File: src/rtl/systolic_array_controller_if.sv
// Job / feed bundle between the systolic array controller and its surroundings.
// The controller uses the slave modport; the job source uses master.
interface systolic_array_controller_if #(
  parameter int N   = 4,
  parameter int K_W = 8
);
  logic           start;
  logic [K_W-1:0] k_len;
  logic           ready;
  logic           busy;
  logic           pe_clear;
  logic           feed_valid;
  logic [K_W-1:0] feed_idx;
  logic [N-1:0]   row_en;
  logic [N-1:0]   col_en;
  logic           drain;
  logic           done;

  modport master (
    output start, k_len,
    input  ready, busy, pe_clear, feed_valid, feed_idx, row_en, col_en, drain, done
  );

  modport slave (
    input  start, k_len,
    output ready, busy, pe_clear, feed_valid, feed_idx, row_en, col_en, drain, done
  );
endinterface

File: src/rtl/systolic_array_controller.sv
// Sequencer for an NxN systolic MAC array: clear, skewed K-step feed, drain, done.
// Optional abort input enabled by defining SA_ABORT_EN.
module systolic_array_controller #(
  parameter int N       = 4,
  parameter int K_W     = 8,
  parameter int ACC_LAT = 2
) (
  input  logic                      clk,
  input  logic                      clear,
  systolic_array_controller_if.slave bus
`ifdef SA_ABORT_EN
  ,
  input  logic                      abort
`endif
);

  localparam int D  = 2 * N - 2 + ACC_LAT;
  localparam int DW = (D > 2) ? $clog2(D) : 1;
  localparam logic [DW-1:0] DRAIN_LOAD = DW'(D - 1);

  typedef enum logic [2:0] {
    IDLE  = 3'd0,
    CLR   = 3'd1,
    FEED  = 3'd2,
    DRAIN = 3'd3,
    DONE  = 3'd4
  } state_t;

  state_t         state_r;
  state_t         state_s;
  logic [K_W-1:0] kreg_r;
  logic [K_W-1:0] idx_r;
  logic [DW-1:0]  dcnt_r;
  logic [N-2:0]   skew_r;
  logic           abort_hit_s;
  logic           feed_last_s;
  logic           pe_clear_extra_s;

`ifdef SA_ABORT_EN
  logic abort_clr_r;
  assign abort_hit_s      = abort && ((state_r == CLR) || (state_r == FEED) || (state_r == DRAIN));
  assign pe_clear_extra_s = abort_clr_r;
`else
  assign abort_hit_s      = 1'b0;
  assign pe_clear_extra_s = 1'b0;
`endif

  assign feed_last_s = (idx_r == (kreg_r - K_W'(1)));

  // Next-state decode
  always_comb begin
    state_s = state_r;
    if (abort_hit_s) begin
      state_s = IDLE;
    end else begin
      case (state_r)
        IDLE:    state_s = bus.start ? CLR : IDLE;
        CLR:     state_s = (kreg_r == {K_W{1'b0}}) ? DONE : FEED;
        FEED:    state_s = feed_last_s ? DRAIN : FEED;
        DRAIN:   state_s = (dcnt_r == {DW{1'b0}}) ? DONE : DRAIN;
        DONE:    state_s = IDLE;
        default: state_s = IDLE;
      endcase
    end
  end

  // State, job length, feed/drain counters and skew shift register
  always_ff @(posedge clk) begin
    if (!clear) begin
      state_r <= IDLE;
      kreg_r  <= {K_W{1'b0}};
      idx_r   <= {K_W{1'b0}};
      dcnt_r  <= {DW{1'b0}};
      skew_r  <= {(N-1){1'b0}};
`ifdef SA_ABORT_EN
      abort_clr_r <= 1'b0;
`endif
    end else begin
      state_r <= state_s;
`ifdef SA_ABORT_EN
      abort_clr_r <= abort_hit_s;
`endif
      // Skew keeps shifting through DRAIN so the last rows/columns see their tail
      if (abort_hit_s) begin
        skew_r <= {(N-1){1'b0}};
      end else begin
        skew_r[0] <= bus.feed_valid;
        for (int i = 1; i < N - 1; i++) begin
          skew_r[i] <= skew_r[i-1];
        end
      end
      case (state_r)
        IDLE: begin
          idx_r <= {K_W{1'b0}};
          if (bus.start) begin
            kreg_r <= bus.k_len;
          end else begin
            kreg_r <= kreg_r;
          end
        end
        FEED: begin
          if (feed_last_s) begin
            idx_r  <= {K_W{1'b0}};
            dcnt_r <= DRAIN_LOAD;
          end else begin
            idx_r  <= idx_r + K_W'(1);
          end
        end
        DRAIN: begin
          if (dcnt_r != {DW{1'b0}}) begin
            dcnt_r <= dcnt_r - DW'(1);
          end else begin
            dcnt_r <= dcnt_r;
          end
        end
        default: begin
          idx_r <= idx_r;
        end
      endcase
    end
  end

  assign bus.ready      = (state_r == IDLE);
  assign bus.busy       = (state_r != IDLE);
  assign bus.pe_clear   = (state_r == CLR) || pe_clear_extra_s;
  assign bus.feed_valid = (state_r == FEED);
  assign bus.feed_idx   = (state_r == FEED) ? idx_r : {K_W{1'b0}};
  assign bus.row_en     = {skew_r, bus.feed_valid};
  assign bus.col_en     = {skew_r, bus.feed_valid};
  assign bus.drain      = (state_r == DRAIN);
  assign bus.done       = (state_r == DONE);

endmodule

File: src/flat_wrapper.sv
// flat-port wrapper written by rule: the top's interface ports become plain ports
module systolic_array_controller_flat 
#(
  parameter int N       = 4,
  parameter int K_W     = 8,
  parameter int ACC_LAT = 2
)
  (clk, clear, bus_start, bus_k_len, bus_ready, bus_busy, bus_pe_clear, bus_feed_valid, bus_feed_idx, bus_row_en, bus_col_en, bus_drain, bus_done);
  systolic_array_controller_if #(.N(N), .K_W(K_W)) bus_i ();
  input  logic clk;
  input  logic clear;
  input wire logic [$bits(bus_i.start)-1:0] bus_start;
  input wire logic [$bits(bus_i.k_len)-1:0] bus_k_len;
  output wire logic [$bits(bus_i.ready)-1:0] bus_ready;
  output wire logic [$bits(bus_i.busy)-1:0] bus_busy;
  output wire logic [$bits(bus_i.pe_clear)-1:0] bus_pe_clear;
  output wire logic [$bits(bus_i.feed_valid)-1:0] bus_feed_valid;
  output wire logic [$bits(bus_i.feed_idx)-1:0] bus_feed_idx;
  output wire logic [$bits(bus_i.row_en)-1:0] bus_row_en;
  output wire logic [$bits(bus_i.col_en)-1:0] bus_col_en;
  output wire logic [$bits(bus_i.drain)-1:0] bus_drain;
  output wire logic [$bits(bus_i.done)-1:0] bus_done;
  assign bus_i.start = bus_start;
  assign bus_i.k_len = bus_k_len;
  assign bus_ready = bus_i.ready;
  assign bus_busy = bus_i.busy;
  assign bus_pe_clear = bus_i.pe_clear;
  assign bus_feed_valid = bus_i.feed_valid;
  assign bus_feed_idx = bus_i.feed_idx;
  assign bus_row_en = bus_i.row_en;
  assign bus_col_en = bus_i.col_en;
  assign bus_drain = bus_i.drain;
  assign bus_done = bus_i.done;
  systolic_array_controller #(.N(N), .K_W(K_W), .ACC_LAT(ACC_LAT)) u_core (.clk(clk), .clear(clear), .bus(bus_i));
endmodule
File: config.mk
export PLATFORM = sky130hd
export DESIGN_NAME = systolic_array_controller_flat
export DESIGN_NICKNAME = d
export VERILOG_FILES = /design/src/rtl/systolic_array_controller_if.sv /design/src/rtl/systolic_array_controller.sv /design/src/flat_wrapper.sv
export SDC_FILE = /design/constraint.sdc
export NUM_CORES = 1
export LEC_CHECK = 0
export ABC_CLOCK_PERIOD_IN_PS = 2800
export CORE_MARGIN = 2
export CORE_UTILIZATION = 37
export CTS_BUF_LIST = sky130_fd_sc_hd__clkbuf_4
export DETAILED_ROUTE_END_ITERATION = 10
export PLACE_DENSITY = 0.73
export SLEW_MARGIN = 20
export SYNTH_ARGS = -nofsm -noshare
export SYNTH_HDL_FRONTEND = slang
export SYNTH_SLANG_ARGS = --single-unit
File: constraint.sdc
create_clock -name clk -period 2.8 [get_ports clk]
set_input_delay 0.28 -clock clk [delete_from_list [all_inputs] [get_ports clk]]
set_output_delay 0.28 -clock clk [all_outputs]
set_load 0.02 [all_outputs]
# Word level (Yosys, flattened, before mapping)
# Index checks and enable logic that the tools add are counted.
# word_totals
output_inout_bits	22
input_bits	11
register_bits	25
# classes
mux	11
reduce_logical	9
eq_ne	7
add_sub_neg	3
# ops
operator	n
$mux W8	2
$pmux W8 S2	1
$mux W3	4
$pmux W3 S4	1
$add A8 B1 Y8 const B	1
$eq A8 B8 Y1	1
$logic_not A8 Y1	1
$sub A8 B1 Y8 const B	1
$eq A3 B2 Y1 const B	2
$logic_not A3 Y1	2
$pmux W3 S2	1
$reduce_bool A3 Y1	2
$ne A2 B1 Y1 const B	2
$reduce_bool A2 Y1	2
$eq A3 B1 Y1 const B	1
$eq A3 B3 Y1 const B	1
$reduce_and A3 Y1	1
$sub A3 B1 Y3 const B	1
$mux W1	2
$reduce_and A2 Y1	1

# Longest topological paths before layout
# logic_depth
word_depth	4
mapped_depth	8

# Least setup slack after synthesis
# OpenSTA, ideal clock, no wires.
# synth_path
path_type	register to register
from	register u_core.kreg_r[0]
to	register u_core.dcnt_r[1]
setup_ps	86
slack_ps	469
path_buffers	0
stages_incl_launch_ff	9
period_less_slack_ps	2331
t_arrival_ps	2245
required_time_ps	2714
path_cell_list	dfxtp_1 > inv_1 > ha_1 > xor2_1 > nor4b_2 > a32oi_1 > a211o_1 > or4b_4 > a221oi_2
# synth_via
elab_chain_cells	4
# synth_lines
element	line_no	text
start, declared	systolic_array_controller.sv:31	logic [K_W-1:0] kreg_r;
start signal, assigned	systolic_array_controller.sv:71	kreg_r <= {K_W{1'b0}};
start signal, assigned	systolic_array_controller.sv:96	kreg_r <= bus.k_len;
start signal, assigned	systolic_array_controller.sv:98	kreg_r <= kreg_r;
$sub A8 B1 Y8	systolic_array_controller.sv:48	assign feed_last_s = (idx_r == (kreg_r - K_W'(1)));
$eq A8 B8 Y1	systolic_array_controller.sv:48	
$ne A2 B1 Y1 (no line)	-	
$reduce_and A3 Y1 (no line)	-	
end signal, assigned	systolic_array_controller.sv:73	dcnt_r <= {DW{1'b0}};
end signal, assigned	systolic_array_controller.sv:111	dcnt_r <= dcnt_r - DW'(1);
end signal, assigned	systolic_array_controller.sv:113	dcnt_r <= dcnt_r;
end, declared	systolic_array_controller.sv:33	logic [DW-1:0] dcnt_r;
# No other way between the ends.
# A chain may end at the register's enable or synchronous reset.

# Final worst setup path
# Same ends and word-level chain as after synthesis.

==> impl_metrics.json <==
{
  "multi_input_area_um2": 832.0,
  "wl_met1_um": 1383,
  "crit_chain": "inv_1 > ha_1 > xor2_1 > nor4b_2 > a32oi_1 > a211o_1 > or4b_4 > a221oi_2",
  "synth_ff_type": "dfxtp_1",
  "synth_top_area_share_pct": 35.18,
  "hold_path_class": "input pin to register",
  "dpl.cell_count": 244,
  "synth_edf_count": 0,
  "wl_per_cell_um": 11.79,
  "met3_length_um": 143,
  "r2r_end": "u_core.dcnt_r[1]$_SDFFE_PN0P_",
  "tightest_slew_ps": 666.6,
  "drive_gt1_share_pct": 4.500,
  "cellInternalPower_mw": 0.5158,
  "grt_remaining_overflow": 0,
  "period_share_pct": 90.82,
  "hpwl_um": 2194,
  "yosysMostFrequentCell": "nand2_1",
  "crit_arrival_ps": 2780,
  "nFillCells": 375,
  "slew_headroom_pct": 55.22,
  "dr.pass1.iters": 4,
  "pwr-share-seq_pct": 53.2,
  "p_per_area_nw_per_um2": 423.5,
  "fp.coreArea_um2": 3689,
  "cts.reportedPaths.clkPinSlew_ps": 130,
  "final-hold-violation-count": 0,
  "syn-num-nets": 191,
  "cts_resized": 0,
  "holdBufCountCts": 0,
  "io_buffer_count": 32,
  "layoutNonFillerInstCount": 248,
  "leakage_nw": 0.6575,
  "grt_first_pass_wirelength_um": 4850,
  "h-tree-depth": 1,
  "drt-initial-drc-count": 44,
  "critPathMaxStageDelay_ps": 550,
  "area_delta_synth_final_pct": 24.45,
  "crit_start": "u_core.kreg_r[0]$_SDFFE_PN0P_",
  "peakVddDrop_v": 0.0001990,
  "final_util_pct": 48.00,
  "whs_path_depth": 3,
  "num_vias": 1251,
  "syn_area_um2": 1423,
  "r2r_start": "u_core.kreg_r[0]$_SDFFE_PN0P_",
  "synth_area_leaders": "dfxtp_1, nand2_1, a21oi_1, xor2_1, and3_1",
  "status": "completed",
  "syn_area_per_cell_um2": 8.129,
  "async_flop_share_pct": 0,
  "critPathKind": "register to register",
  "cap_violations": 0,
  "switching_power_mw": 0.2339,
  "cts_root_buf": "clkbuf_4",
  "end_kind": "register",
  "track_usage_pct": 14.03,
  "wirelength_um": 2925,
  "synth-seq-cells": 25,
  "finalInstanceArea_um2": 1770,
  "worstSetupPathDepth": 8,
  "final_nets": 217,
  "synth_top_area_cell": "dfxtp_1",
  "drc": 0,
  "pwr-share-comb_pct": 25.2,
  "clock.fmax_ghz": 0.3933,
  "numCtsBuffers": 3,
  "cp_top_family": "simple AND/OR/NAND/NOR gates",
  "required_ps": 3040,
  "clk_latency_ps": 320,
  "place_area_um2": 1743,
  "swShare_pct": 31.20,
  "drv_slew": 0,
  "ff_latch_area_um2": 500.5,
  "cp-endpoint": "u_core.dcnt_r[1]$_SDFFE_PN0P_",
  "period_needed_ps": 2543,
  "worst_path_max_delay_cell": "or4b_4",
  "startpoint_type": "register",
  "synth_cell_types": 37,
  "p_clk_share_pct": 21.6,
  "finalSetupViolCount": 0,
  "yosys_warnings": 0,
  "grt_max_degree": 18,
  "place.gp.congestion": 0.7956,
  "synth_cells": 175,
  "cts.path.max_buffers": 2,
  "top_layer": "met4",
  "cts_setup_buffers": 0,
  "ant_nets": 0,
  "diodes": 0,
  "finalSetupTns_ps": 0,
  "synth_common_cells": "nand2_1, dfxtp_1, a21oi_1",
  "reg2reg_setup_slack_ps": 260,
  "crit_buf_inv": 1,
  "die_h_um": 66.01,
  "grt_pass1_vias": 1083,
  "io_pins": 33,
  "cts_tree": "built",
  "finClkSkew_ps": 9.398,
  "die_area_um2": 4357,
  "rsz0062_at_grt": "false",
  "path_max_fanout": 8,
  "start_util_pct": 38.57,
  "antenna_found_initial": 0,
  "fp.dieW_um": 66.01,
  "viasPerCell": 5.044,
  "cts.sinks": 25,
  "row_count": 22,
  "synth_seq_area_share_pct": 35.18,
  "reg2regPathDepth": 8,
  "wl_met2_um": 1380
}
## cells by family after synthesis
group | Yosys count | synth area share, %
and+or+nand+nor | 78 | 29.73
DFF | 25 | 35.18
xor gates and xnor gates | 14 | 8.619
muxes | 1 | 0.7036
AOI/OAI and AO/OA | 33 | 15.04
buffers and inverters | 19 | 6.333
adders and majority gates | 5 | 4.398
## layout make-up
type / count / share of cell area, %
Multi-Input combinational cell: 131 / 47.00
Sequential cell: 25 / 28.27
Timing Repair Buffer: 32 / 18.09
Tap cell: 48 / 3.392
Inverter: 8 / 1.696
Clock buffer: 3 / 1.272
Clock inverter: 1 / 0.2827
## power groups by stage
stage	registers (mW)	logic, mW	clock network [mW]
after floorplan	0.400	0.134	0
after detailed placement	0.407	0.191	0
after global routing	0.403	0.209	0.184
after CTS	0.399	0.191	0.171
after global placement	0.407	0.190	0
final	0.399	0.189	0.162
## sequential cells by signal, summed over array words and instances, names as in the netlist
name            flops
u_core.kreg_r       8
u_core.skew_r       3
u_core.dcnt_r       3
u_core.state_r      3
u_core.idx_r        8
## tightest hold or removal path, stage by stage
cell	delay, ps
clkdlybuf4s50_1	390
nand2_1	50
a21oi_1	50
## per-stage QoR
stage / hold WS, ps / setup slack (ps) / total power [mW]
3_5_place_dp: 475.7 / 306.1 / 0.5977
2_1_floorplan: 401.7 / 468.5 / 0.5339
6_report: 494.9 / 257.1 / 0.7497
4_1_cts: 483.1 / 266.0 / 0.7619
5_1_grt: 499.4 / 74.88 / 0.7961
3_3_place_gp: 470.4 / 352.6 / 0.5964
## routing by layer
layer  track usage, %  vias up
met4            4.592        0
met2            23.36       27
li1                 -      654
met5                0        -
met1            18.13      568
met3            2.726        2
## cell usage in the layout, fill, tap and decap left out, drive strengths merged
cell / instances
or2: 1
nor4: 1
o22ai: 1
clkinv: 1
a32oi: 1
clkdlybuf4s50: 32
a31oi: 2
o31a: 1
xnor2: 6
a22oi: 1
nand4: 2
mux2i: 1
or4b: 1
a211oi: 1
a21oi: 14
a211o: 1
nand2b: 4
o2111ai: 1
a32o: 1
nor2: 9
clkbuf: 3
nand2: 29
dfxtp: 25
and3: 11
nor3b: 4
inv: 8
o311ai: 2
and2: 5
nor2b: 1
a221oi: 1
o21bai: 1
xor2: 8
nor3: 3
nor4b: 1
nor4bb: 1
o21ai: 5
ha: 5
nand3: 5
## worst min-delay path by stage
| stage | from | endpoint |
|---|---|---|
| 6_report | bus_k_len[3] | u_core.kreg_r[3]$_SDFFE_PN0P_ |
| 5_1_grt | bus_k_len[3] | u_core.kreg_r[3]$_SDFFE_PN0P_ |
| 4_1_cts | bus_k_len[3] | u_core.kreg_r[3]$_SDFFE_PN0P_ |
| 3_5_place_dp | u_core.skew_r[0]$_SDFF_PN0_ | u_core.skew_r[1]$_SDFF_PN0_ |
| 3_3_place_gp | u_core.skew_r[1]$_SDFF_PN0_ | u_core.skew_r[2]$_SDFF_PN0_ |
| 2_1_floorplan | clear | u_core.skew_r[1]$_SDFF_PN0_ |
(Power assumes the default switching activity.)
